**src/rtl/alu_pkg.sv**
```systemverilog
// Shared types and constants for the serial ALU packet deserializer.
package alu_pkg;

  typedef enum logic [2:0] {
    ST_IDLE,
    ST_TYPE,
    ST_PAYLOAD,
    ST_STOP,
    ST_WAIT_IDLE
  } state_e;

  typedef enum logic {
    PKT_DATA = 1'b0,
    PKT_CTRL = 1'b1
  } pkt_type_e;

  // Low four coefficients of x^4+x+1; the x^4 term is implicit.
  localparam logic [3:0] CRC_POLY = 4'b0011;

  localparam int PKT_LEN  = 11;
  localparam int PAY_BITS = PKT_LEN - 3;

  localparam int ERR_DATA_BIT  = 0;
  localparam int ERR_CRC_BIT   = 1;
  localparam int ERR_FRAME_BIT = 2;

  function automatic logic [2:0] err_mask(input int idx);
    return 3'(1) << idx;
  endfunction

endpackage

```
**src/rtl/alu_crc4_serial.sv**
```systemverilog
// Serial CRC-4 LFSR (x^4+x+1), one message bit per enabled cycle; synchronous clear wins over enable.
// Only built when ALU_RX_CRC_EN is defined.
`ifdef ALU_RX_CRC_EN
module alu_crc4_serial
  import alu_pkg::*;
(
  input  logic       clk,
  input  logic       clr,
  input  logic       en,
  input  logic       bit_in,
  output logic [3:0] rem
);

  always_ff @(posedge clk) begin
    if (clr) begin
      rem <= 4'b0000;
    end else if (en) begin
      rem <= {rem[2:0], 1'b0} ^ ({4{rem[3] ^ bit_in}} & CRC_POLY);
    end
  end

endmodule
`endif

```
**src/rtl/alu_packet_deser.sv**
```systemverilog
// Deserializes NDATA data packets plus one control packet into ALU operands; o_valid pulses one
// cycle after the reporting stop bit, no backpressure. CRC checking is compiled in with ALU_RX_CRC_EN.
module alu_packet_deser
  import alu_pkg::*;
#(
  parameter int NDATA = 8
) (
  input  logic        clk,
  input  logic        rst,
  input  logic        i_sin,
  output logic [31:0] o_a,
  output logic [31:0] o_b,
  output logic [2:0]  o_op,
  output logic        o_valid,
  output logic [2:0]  o_err
);

  localparam int SR_W  = NDATA * 8;
  localparam int CNT_W = $clog2(NDATA + 1);
  localparam logic [CNT_W-1:0] NDATA_CNT = CNT_W'(NDATA);

  state_e           state;
  pkt_type_e        pkt_type;
  logic [2:0]       bit_cnt;
  logic [7:0]       pay;
  logic [CNT_W-1:0] data_cnt;
  logic [SR_W-1:0]  sr;
  logic             crc_ok;

`ifdef ALU_RX_CRC_EN
  logic       crc_clr;
  logic       crc_en;
  logic       crc_bit;
  logic [3:0] crc_rem;

  // Control payload contributes {1'b1, op}: its leading 0 is replaced by the marker bit and the
  // trailing crc field is not fed into the remainder.
  always_comb begin
    crc_en  = (state == ST_PAYLOAD) && (pkt_type == PKT_DATA || bit_cnt < 3'd4);
    crc_bit = (pkt_type == PKT_CTRL && bit_cnt == 3'd0) ? 1'b1 : i_sin;
    crc_clr = rst || (state == ST_STOP &&
              (!i_sin || pkt_type == PKT_CTRL || data_cnt == NDATA_CNT));
  end

  alu_crc4_serial u_crc (
    .clk    (clk),
    .clr    (crc_clr),
    .en     (crc_en),
    .bit_in (crc_bit),
    .rem    (crc_rem)
  );

  assign crc_ok = (crc_rem == pay[3:0]);
`else
  assign crc_ok = 1'b1;
`endif

  always_ff @(posedge clk) begin
    if (rst) begin
      state    <= ST_IDLE;
      pkt_type <= PKT_DATA;
      bit_cnt  <= '0;
      pay      <= '0;
      data_cnt <= '0;
      sr       <= '0;
      o_a      <= '0;
      o_b      <= '0;
      o_op     <= '0;
      o_valid  <= 1'b0;
      o_err    <= '0;
    end else begin
      o_valid <= 1'b0;
      case (state)
        ST_IDLE: begin
          if (!i_sin) state <= ST_TYPE;
        end
        ST_TYPE: begin
          pkt_type <= pkt_type_e'(i_sin);
          bit_cnt  <= '0;
          state    <= ST_PAYLOAD;
        end
        ST_PAYLOAD: begin
          pay     <= {pay[6:0], i_sin};
          bit_cnt <= bit_cnt + 3'd1;
          if (bit_cnt == 3'(PAY_BITS - 1)) state <= ST_STOP;
        end
        ST_STOP: begin
          if (!i_sin) begin
            // Framing error discards the frame and waits for the line to idle high.
            o_valid  <= 1'b1;
            o_err    <= err_mask(ERR_FRAME_BIT);
            data_cnt <= '0;
            sr       <= '0;
            state    <= ST_WAIT_IDLE;
          end else begin
            state <= ST_IDLE;
            if (pkt_type == PKT_DATA) begin
              if (data_cnt == NDATA_CNT) begin
                o_valid  <= 1'b1;
                o_err    <= err_mask(ERR_DATA_BIT);
                data_cnt <= '0;
                sr       <= '0;
              end else begin
                sr       <= {sr[SR_W-9:0], pay};
                data_cnt <= data_cnt + 1'b1;
              end
            end else begin
              o_valid  <= 1'b1;
              data_cnt <= '0;
              sr       <= '0;
              if (data_cnt != NDATA_CNT) begin
                o_err <= err_mask(ERR_DATA_BIT);
              end else if (!crc_ok) begin
                o_err <= err_mask(ERR_CRC_BIT);
              end else begin
                o_err <= '0;
                o_a   <= sr[SR_W-1 -: 32];
                o_b   <= sr[31:0];
                o_op  <= pay[6:4];
              end
            end
          end
        end
        ST_WAIT_IDLE: begin
          if (i_sin) state <= ST_IDLE;
        end
        default: state <= ST_IDLE;
      endcase
    end
  end

endmodule

```
**config.mk**
```make
export PLATFORM = sky130hd
export DESIGN_NAME = alu_packet_deser
export DESIGN_NICKNAME = d
export VERILOG_FILES = /design/src/rtl/alu_pkg.sv /design/src/rtl/alu_crc4_serial.sv /design/src/rtl/alu_packet_deser.sv
export SDC_FILE = /design/constraint.sdc
export NUM_CORES = 1
export LEC_CHECK = 0
export CAP_MARGIN = 20
export CORE_MARGIN = 8
export CORE_UTILIZATION = 30
export DETAILED_ROUTE_END_ITERATION = 8
export SYNTH_ARGS = -nofsm -noshare
export SYNTH_HDL_FRONTEND = slang
export SYNTH_HIERARCHICAL = 1
export SYNTH_SLANG_ARGS = --single-unit
```
**constraint.sdc**
```tcl
create_clock -name clk -period 2.2 [get_ports clk]
set_clock_uncertainty 0.1 [all_clocks]
set_input_delay 0.22 -clock clk [delete_from_list [all_inputs] [get_ports clk]]
set_output_delay 0.22 -clock clk [all_outputs]
set_load 0.03 [all_outputs]
```
== Word level (Yosys, flattened, before mapping) ==
Cells that the tools add are included.
Storage, ports and cells
  register bits after elaboration: 154
  output and inout bits: 71
  input bits: 3
  logic and storage cells: 51
Operators by class
  bitwise operators: 2
  equality and inequality tests: 11
  multiplexer cells: 19
  reduce and logical (&&, ||, !) cells: 6
  add/sub/neg operators: 2
Operator list (count)
  $mux 64: 3
  $mux 3: 7
  $pmux 3 s5: 1
  $mux 4: 3
  $eq 3x2->1 const B: 2
  $eq 3x3->1 const B: 2
  $ne 2x2->1 const B: 3
  $pmux 3 s2: 1
  $add 4x1->4 const B: 1
  $eq 4x4->1 const B: 1
  $mux 1: 4
  $ne 4x4->1 const B: 1
  $reduce_and 4->1: 1
  $add 3x1->3 const B: 1
  $eq 3x1->1 const B: 1
  $logic_not 3->1: 1
  $ne 3x1->1 const B: 1
  $reduce_and 3->1: 1
  $not 1->1: 2
  $reduce_and 2->1: 1
  $reduce_bool 2->1: 1
  $reduce_or 2->1: 1

== Depth between registers and ports, before layout ==
Gate-level depths: netlist of run 1.
  word-level depth: 4
  mapped depth: 7
  depth with buffers taken out: 5

== Least setup slack after synthesis of run 1 ==
No wires, ideal clock.
  kind: register -> register
  from: register data_cnt[0]
  to: register o_a[10]
  path slack: 0.527 ns
  clock period less this slack: 1.673 ns
  required time: 2.028 ns
  path buffers: 2
  library setup time: 0.072 ns
  stages on the path, launching flop included: 8
  arrival time: 1.502 ns
  path through: dfxtp_1 inv_1 ha_1 nand3b_4 nor4_4 buf_4 buf_6 mux2i_1
On the way
  cells in the longest elaborated chain, start to end: 3
Ends and longest elaborated chain
  from (decl): line alu_packet_deser.sv:26  | logic [CNT_W-1:0] data_cnt;
  from (signal assigned): line alu_packet_deser.sv:105  | data_cnt <= data_cnt + 1'b1;
  $ne 4x4->1: line alu_packet_deser.sv:111  | if (data_cnt != NDATA_CNT) begin
  $not 1->1 (no source line)
  $reduce_and 4->1 (no source line)
  to (signal assigned): line alu_packet_deser.sv:117  | o_a <= sr[SR_W-1 -: 32];
  to (decl): line alu_packet_deser.sv:11  | output logic [31:0] o_a,
Every way passes these cells.
A chain may end at the register's enable or synchronous reset.

== Worst setup path after layout of run 1 ==
  from: register data_cnt[0]
  to: register o_b[25]
On the way
  cells in the longest elaborated chain, start to end: 3
Ends and longest elaborated chain
  $ne 4x4->1: line alu_packet_deser.sv:111
  $not 1->1 (no source line)
  $reduce_and 4->1 (no source line)
  to (signal assigned): line alu_packet_deser.sv:118  | o_b <= sr[31:0];
  to (decl): line alu_packet_deser.sv:12  | output logic [31:0] o_b,
Every way passes these cells.

==> impl_metrics.csv, run 1 <==
group,metric,value,unit
run_status,outcome,"finished clean",
setup_path,critical_path_peak_fanout,44,
finish,finalNetCount,745,
pwr,net_switching,1.25,mW
routing,vias,4793,
yosys,synth_cell_type_count,32,
timing,period_share,84.3,%
clock_tree,tritoncts.num_buffers,17,
pwr,net_switching_share_of_the_total_power,22.2,%
setup_path,crit_slowest_cell,"sky130_fd_sc_hd__nor4_4",
clock_tree,clock_sink_count,153,
timing,holdWs,0.206,ns
clock_tree,worst_path_clk_slew,0.06,ns
pwr,seq_power_share,49.5,%
yosys,syn_avg_cell_area,9.20,um^2
finish,antennaDiodeCount,0,
job,max-cap-violations,0,
clock_tree,tritoncts,"done",
grt,grtUsageTotal,11.5,%
grt,first_global_vias,4679,
finish,syn2layout_area_growth,23.2,%
finish,layout-drive-gt1-share,6.93,%
routing,drt-pass1-iter-count,4,
setup_path,timing.critical_path.to_type,"flip-flop",
pwr,pwr_density_cell,713,nW/um^2
setup_path,timing.critical_path.from_type,"flip-flop",
clock_tree,cts-hold-fix-buffers,0,
yosys,ys_seq_area_share,47.8,%
routing,wl_met3,672,um
finish,commonest_non_fill_non_tap_cell_in_the_layout,"sky130_fd_sc_hd__dfxtp_1",
floorplan,die-height,162,um
setup_path,classification_of_the_worst_setup_path,"flip-flop to flip-flop",
grt,antenna_violations_before_repair,0,
setup_path,critical_path_arrival,2.10,ns
pwr,cell_int_power,4.38,mW
timing,unrepaired_setup_endpoints_after_global_routing,"no",
clock_tree,clock_root_buffer_master,"sky130_fd_sc_hd__clkbuf_16",
timing,setup-violations-final,0,
routing,drt-total-wl,15000,um
grt,grt_pass1_wl,24700,um
hold_path,min_path_type,"input port to flip-flop",
placed_design,finalWeightedCongestion,0.720,
floorplan,initial_util,30.5,%
clock_tree,cts_max_level,4,
yosys,yosys_warnings,6,
grt,maximum_number_of_pins_on_one_net_before_global_route_repair,102,
setup_path,largest_stage_delay_on_the_critical_path,0.36,ns
setup_path,rrSetupSlack,0.34,ns
yosys,postSynthRegisterBits,153,
routing,vias_per_cell,4.68,
pwr,power_frac_comb,4.1,%
routing,detail_route.wl_per_cell,14.6,um
timing,slew_violations,0,
placed_design,hpwlAfterDp,9240,um
routing,routed.top_layer,"met4",
pwr,clock_power_share,46.4,%
finish,n_fill_cell,2115,
routing,met2RoutedLength,6780,um
floorplan,core,21000,um^2
routing,drc_errors,0,
timing,min_period,1.86,ns
setup_path,worstPathRequired,2.44,ns
floorplan,floorplan_die_width,162,um
timing,finalHoldViolations,0,
routing,ant_nets,0,
yosys,postSynthNetCount,704,
timing,max_freq,539,MHz
yosys,netlist.top_cell.by_area,"sky130_fd_sc_hd__dfxtp_1",
clock_tree,post_cts.resized_instances,0,
yosys,yosys.area.top_type_share,47.8,%
finish,final_cell_mix,"sky130_fd_sc_hd__dfxtp_1 (153), sky130_fd_sc_hd__nand2b_1 (139), sky130_fd_sc_hd__mux2i_1 (77), sky130_fd_sc_hd__a21oi_1 (73), sky130_fd_sc_hd__clkdlybuf4s50_1 (71)",
timing,finalSetupTns,0,ns
floorplan,die_area,26300,um^2
yosys,netlist_instances,697,
floorplan,design.portCount,74,
clock_tree,worstSkewPairLatency,0.42,ns
clock_tree,clock_path_buffers,2,
yosys,syn_area,6410,um^2
setup_path,cp_cell_sequence,"inv_1, ha_1, nand3b_4, nor4_4, buf_12, mux2i_1",
pwr,leakagePower,2.41,nW
routing,detailedRoute.firstIterationViolations,391,
placed_design,io_buffer_count,72,
clock_tree,post_cts.repair.setup_buffers,0,
pwr,peakVddDrop,348,uV
routing,wl_met1,7350,um
floorplan,placement_rows,53,
yosys,synthTopCellsByArea,"sky130_fd_sc_hd__dfxtp_1 (48%), sky130_fd_sc_hd__nand2b_1 (14%), sky130_fd_sc_hd__mux2i_1 (12%)",
grt,globalRouteOverflowTotal,0,
## worst paths after layout
kind / startpoint / to / depth (start not counted)
worst max-delay path: data_cnt[0] / o_b[25] / 6
worst min-delay path: rst / pay[7] / 3
worst max register to register: data_cnt[0] / o_b[25] / 6
worst min register to register: sr[63] / sr[63] / 2
## cell families (layout without fill, tap and decap cells)
group,count (synthesis),after routing,synth area share (%)
and+or+nand+nor,308,308,27.5
DFF,153,153,47.8
AOI/OAI and AO/OA,81,81,6.56
muxes,77,77,12.0
buffers and inverters,72,125,5.23
adders and majority gates,4,4,0.781
other,1,1,0.0585
xor gates and xnor gates,1,1,0.137
## critical path, delay by kind of cell (launching register included)
family	cells	cell delay, ns
mux	1	0.23
flops	1	0.33
simple gates	2	0.47
fa+ha+maj	1	0.19
buf+inv	2	0.43
## metal layers
metal  GRT usage (%)  vias up
met2            17.0       76
li1                -     2449
met1            15.3     2253
met5               0        -
met3            3.67       15
met4            3.91        0
## sequential cells by signal, indices dropped and copies added (netlist names)
name,count
o_err,2
state,3
o_op,3
pkt_type,1
pay,8
data_cnt,4
o_a,32
bit_cnt,3
o_b,32
sr,64
o_valid,1
## stage by stage
| stage | setup WS, ns | cell area, um^2 | cells | util [%] | power (mW) |
|---|---|---|---|---|---|
| 3_5_place_dp | 0.192 | 7370 | 994 | 35.1 | 3.08 |
| 5_1_grt | 0.215 | 7900 | 1025 | 37.6 | 5.84 |
| 3_3_place_gp | 0.231 | 7370 | 994 | 35.1 | 3.08 |
| 6_report | 0.345 | 7900 | 1025 | 37.6 | 5.63 |
| 4_1_cts | 0.326 | 7900 | 1025 | 37.6 | 5.70 |
| 2_1_floorplan | 0.527 | 6410 | 697 | - | 3.02 |
## cells in the mapped netlist
cell and instances:
sky130_fd_sc_hd__a21o_1 3, sky130_fd_sc_hd__a21oi_1 73, sky130_fd_sc_hd__a31oi_1 1, sky130_fd_sc_hd__and3b_1 1, sky130_fd_sc_hd__buf_1 2, sky130_fd_sc_hd__buf_2 13, sky130_fd_sc_hd__buf_4 7, sky130_fd_sc_hd__buf_6 3
sky130_fd_sc_hd__clkbuf_1 43, sky130_fd_sc_hd__conb_1 1, sky130_fd_sc_hd__dfxtp_1 153, sky130_fd_sc_hd__ha_1 4, sky130_fd_sc_hd__inv_1 3, sky130_fd_sc_hd__inv_2 1, sky130_fd_sc_hd__mux2i_1 77, sky130_fd_sc_hd__nand2_1 70
sky130_fd_sc_hd__nand2b_1 139, sky130_fd_sc_hd__nand3_1 2, sky130_fd_sc_hd__nand3b_1 3, sky130_fd_sc_hd__nand3b_4 1, sky130_fd_sc_hd__nand4_1 67, sky130_fd_sc_hd__nor2_1 11, sky130_fd_sc_hd__nor2b_1 5, sky130_fd_sc_hd__nor3_1 2
sky130_fd_sc_hd__nor3b_1 4, sky130_fd_sc_hd__nor4_1 1, sky130_fd_sc_hd__nor4_4 1, sky130_fd_sc_hd__o21ai_0 2, sky130_fd_sc_hd__o21bai_1 1, sky130_fd_sc_hd__o32ai_1 1, sky130_fd_sc_hd__or4_1 1, sky130_fd_sc_hd__xnor2_1 1
## final cells by class
cell class / instances / area [um^2] / area share [%]
inverters: 4 / 15.0 / 0.190
clock buffers: 23 / 478 / 6.05
clock inverters: 8 / 47.5 / 0.602
well taps: 275 / 344 / 4.36
flip-flops and latches: 153 / 3060 / 38.8
repair buffers: 90 / 928 / 11.8
multi-input cells: 472 / 3020 / 38.3
## power groups by stage
| stage | combinational [mW] | sequential (mW) | clock [mW] |
|---|---|---|---|
| after detailed placement | 0.230 | 2.85 | 0 |
| after global placement | 0.231 | 2.85 | 0 |
| after global routing | 0.251 | 2.79 | 2.80 |
| after CTS | 0.230 | 2.79 | 2.68 |
| final | 0.229 | 2.79 | 2.61 |
| after floorplan | 0.176 | 2.85 | 0 |
Note: power is estimated with default switching activity, not from simulation.
==> run 2, diff against run 1 <==
==> constraint.sdc (replaced) <==
create_clock -name clk -period 1.5 [get_ports clk]
set_clock_uncertainty 0.1 [all_clocks]
set_input_delay 0.15 -clock clk [delete_from_list [all_inputs] [get_ports clk]]
set_output_delay 0.15 -clock clk [all_outputs]
set_load 0.03 [all_outputs]
==> run 2 against run 1 <==
  * The run now ends with negative setup slack left
  * Critical path type unchanged
  * Register-to-register slack got worse by 0.47 ns
  * Critical path depth rose by 3
  * Total power rose by 59%
  * Flip-flop and latch count did not move
  * Hold slack improved by 0.15 ns
  * Highest routed layer unchanged
  * Critical endpoint is now o_err[0]
  * Maximum frequency rose by 14%
  * Wire length rose by 12%
==> impl_metrics.csv, run 2 (same netlist as run 1, synthesis figures left out) <==
group,metric,value,unit
pwr,peakVddDrop,962,uV
finish,finalNetCount,789,
clock_tree,clock_path_buffers,2,
finish,area_of_the_multi_input_gates,3090,um^2
grt,maximum_number_of_pins_on_one_net_before_global_route_repair,73,
run_status,failed_checks,"negative setup slack",
timing,period_share,108,%
pwr,pwr_density_cell,1030,nW/um^2
routing,drt-pass1-iter-count,5,
setup_path,worst_setup_path_endpoint,"o_err[0]",
routing,detail_route.wl_per_cell,15.7,um
placed_design,numPlacedInstances,1015,
clock_tree,clock_sink_count,153,
clock_tree,tritoncts.num_buffers,17,
floorplan,die-height,162,um
grt,first_global_vias,4799,
finish,instances_no_fill,1066,
setup_path,rrSetupSlack,-0.12,ns
placed_design,hpwlAfterDp,9930,um
setup_path,crit_start,"data_cnt[0]",
placed_design,finalWeightedCongestion,0.719,
finish,n_fill_cell,2083,
setup_path,logic_depth_of_the_worst_register_to_register_path,9,
setup_path,timing.critical_path.to_type,"flip-flop",
pwr,leakagePower,3.16,nW
routing,vias_per_cell,4.74,
finish,largest_register_by_flop_count,"sr",
run_status,outcome,"complete, but fails checks",
grt,globalRouteOverflowTotal,0,
finish,final_cell_mix,"sky130_fd_sc_hd__dfxtp_1 (150), sky130_fd_sc_hd__nand2b_1 (139), sky130_fd_sc_hd__mux2i_1 (77), sky130_fd_sc_hd__nand2_1 (70), sky130_fd_sc_hd__nand4_1 (67)",
job,max-cap-violations,0,
setup_path,critical_path_peak_fanout,4,
finish,syn2layout_area_growth,35.3,%
finish,flip_flop_and_latch_area,3070,um^2
floorplan,initial_util,30.5,%
setup_path,r2r-start,"data_cnt[0]",
setup_path,classification_of_the_worst_setup_path,"flip-flop to flip-flop",
timing,unrepaired_setup_endpoints_after_global_routing,"yes",
routing,vias,5049,
timing,finalWorstSetupSlack,-0.121,ns
floorplan,core,21000,um^2
routing,ant_nets,0,
floorplan,placement_rows,53,
clock_tree,worstSkewPairLatency,0.42,ns
timing,setup-violations-final,124,
routing,detailedRoute.firstIterationViolations,408,
clock_tree,clock_root_buffer_master,"sky130_fd_sc_hd__clkbuf_16",
timing,slew_violations,0,
timing,finalHoldViolations,0,
timing,finalSetupTns,-7.40,ns
finish,reg_top3,"sr x64, o_a x32, o_b x32",
floorplan,floorplan_die_width,162,um
grt,grtUsageTotal,12.1,%
placed_design,io_buffer_count,72,
routing,drc_errors,0,
finish,commonest_non_fill_non_tap_cell_in_the_layout,"sky130_fd_sc_hd__dfxtp_1",
setup_path,critical_path_arrival,1.87,ns
timing,min_period,1.62,ns
setup_path,timing.critical_path.from_type,"flip-flop",
floorplan,die_area,26300,um^2
clock_tree,tritoncts,"done",
finish,antennaDiodeCount,0,
setup_path,worstPathRequired,1.75,ns
floorplan,design.portCount,74,
finish,layout-drive-gt1-share,14.4,%
clock_tree,worst_path_clk_slew,0.06,ns
finish,flip_flop_count_of_the_largest_register_all_copies_and_words_added,64,
hold_path,min_path_type,"flip-flop to flip-flop",
setup_path,r2r-end,"o_err[0]",
clock_tree,cts_max_level,4,
placed_design,pre_cts_slack,-0.294,ns
grt,grt_pass1_wl,25800,um
grt,antenna_violations_before_repair,0,
routing,drt-total-wl,16700,um
timing,max_freq,617,MHz
==> run 2: cell types whose count changed in the layout (fill, tap and decap cells not counted), moves of 8 or more <==
cell	change
sky130_fd_sc_hd__clkdlybuf4s50_1	-70
sky130_fd_sc_hd__clkbuf_16	+10
sky130_fd_sc_hd__dlygate4sd2_1	+66
sky130_fd_sc_hd__buf_6	+8
sky130_fd_sc_hd__buf_4	+16
sky130_fd_sc_hd__a21oi_1	-8
==> run 2: layer usage <==
layer  vias to the layer above  GRT usage (%)  share of wire [%]
met5                         -              0                  0
met4                         0           4.59                1.3
met3                        15           3.62                5.1
met2                        99           18.2                 45
met1                      2386           16.1                 48
li1                       2549              -                  -
==> run 2: worst min path at each step <==
stage                     startpoint       end  slack (ns)  depth (start not counted)
after floorplan                i_sin  state[2]        0.27                          2
after global placement        sr[56]    sr[56]        0.34                          2
after detailed placement      sr[58]    sr[58]        0.35                          2
after CTS                      i_sin  state[2]        0.35                          3
after global routing          sr[58]    sr[58]        0.38                          2
final                         sr[62]    sr[62]        0.36                          2
==> run 2: layout make-up <==
cell class / instances / share of cell area (%)
multi-input combinational: 472 / 35.6
sequential: 153 / 35.4
timing repair buffer: 134 / 17.9
clock buffer: 20 / 5.26
tap: 275 / 3.97
clock inverter: 8 / 1.70
inverter: 4 / 0.173
==> run 2: critical path: stages (launching register included) <==
cell and delay (ns):
sky130_fd_sc_hd__dfxtp_2 0.32, sky130_fd_sc_hd__inv_2 0.06, sky130_fd_sc_hd__ha_4 0.13, sky130_fd_sc_hd__nand3b_4 0.08, sky130_fd_sc_hd__buf_4 0.14, sky130_fd_sc_hd__buf_6 0.12, sky130_fd_sc_hd__clkbuf_16 0.15, sky130_fd_sc_hd__a21oi_4 0.15
sky130_fd_sc_hd__buf_6 0.13, sky130_fd_sc_hd__mux2i_1 0.16
==> run 2: report_power, final <==
part,internal [mW],switching (mW)
Combinational,0.180,0.228
Sequential,4.08,0.00999
Clock,2.84,1.63
==> run 2: what timing repair did <==
item | in CTS | in global routing
gates resized for setup | 76 | 25
pin swaps | 8 | 55
buffers inserted | 3 | 8
hold buffers | 1 | 0
endpoints found under the setup margin | 134 | 138
cloned | 3 | 11
endpoints found under the hold margin | 7 | 0
==> run 2: stage by stage <==
| step | hold slack [ns] | power [mW] | util [%] | cell area [um^2] |
|---|---|---|---|---|
| floorplan | 0.272 | 4.44 | - | 6440 |
| global placement | 0.342 | 4.54 | 36.1 | 7600 |
| detailed placement | 0.349 | 4.54 | 36.1 | 7600 |
| CTS | 0.349 | 9.02 | 39.4 | 8280 |
| global route | 0.376 | 9.27 | 41.3 | 8670 |
| finish | 0.357 | 8.96 | 41.3 | 8670 |
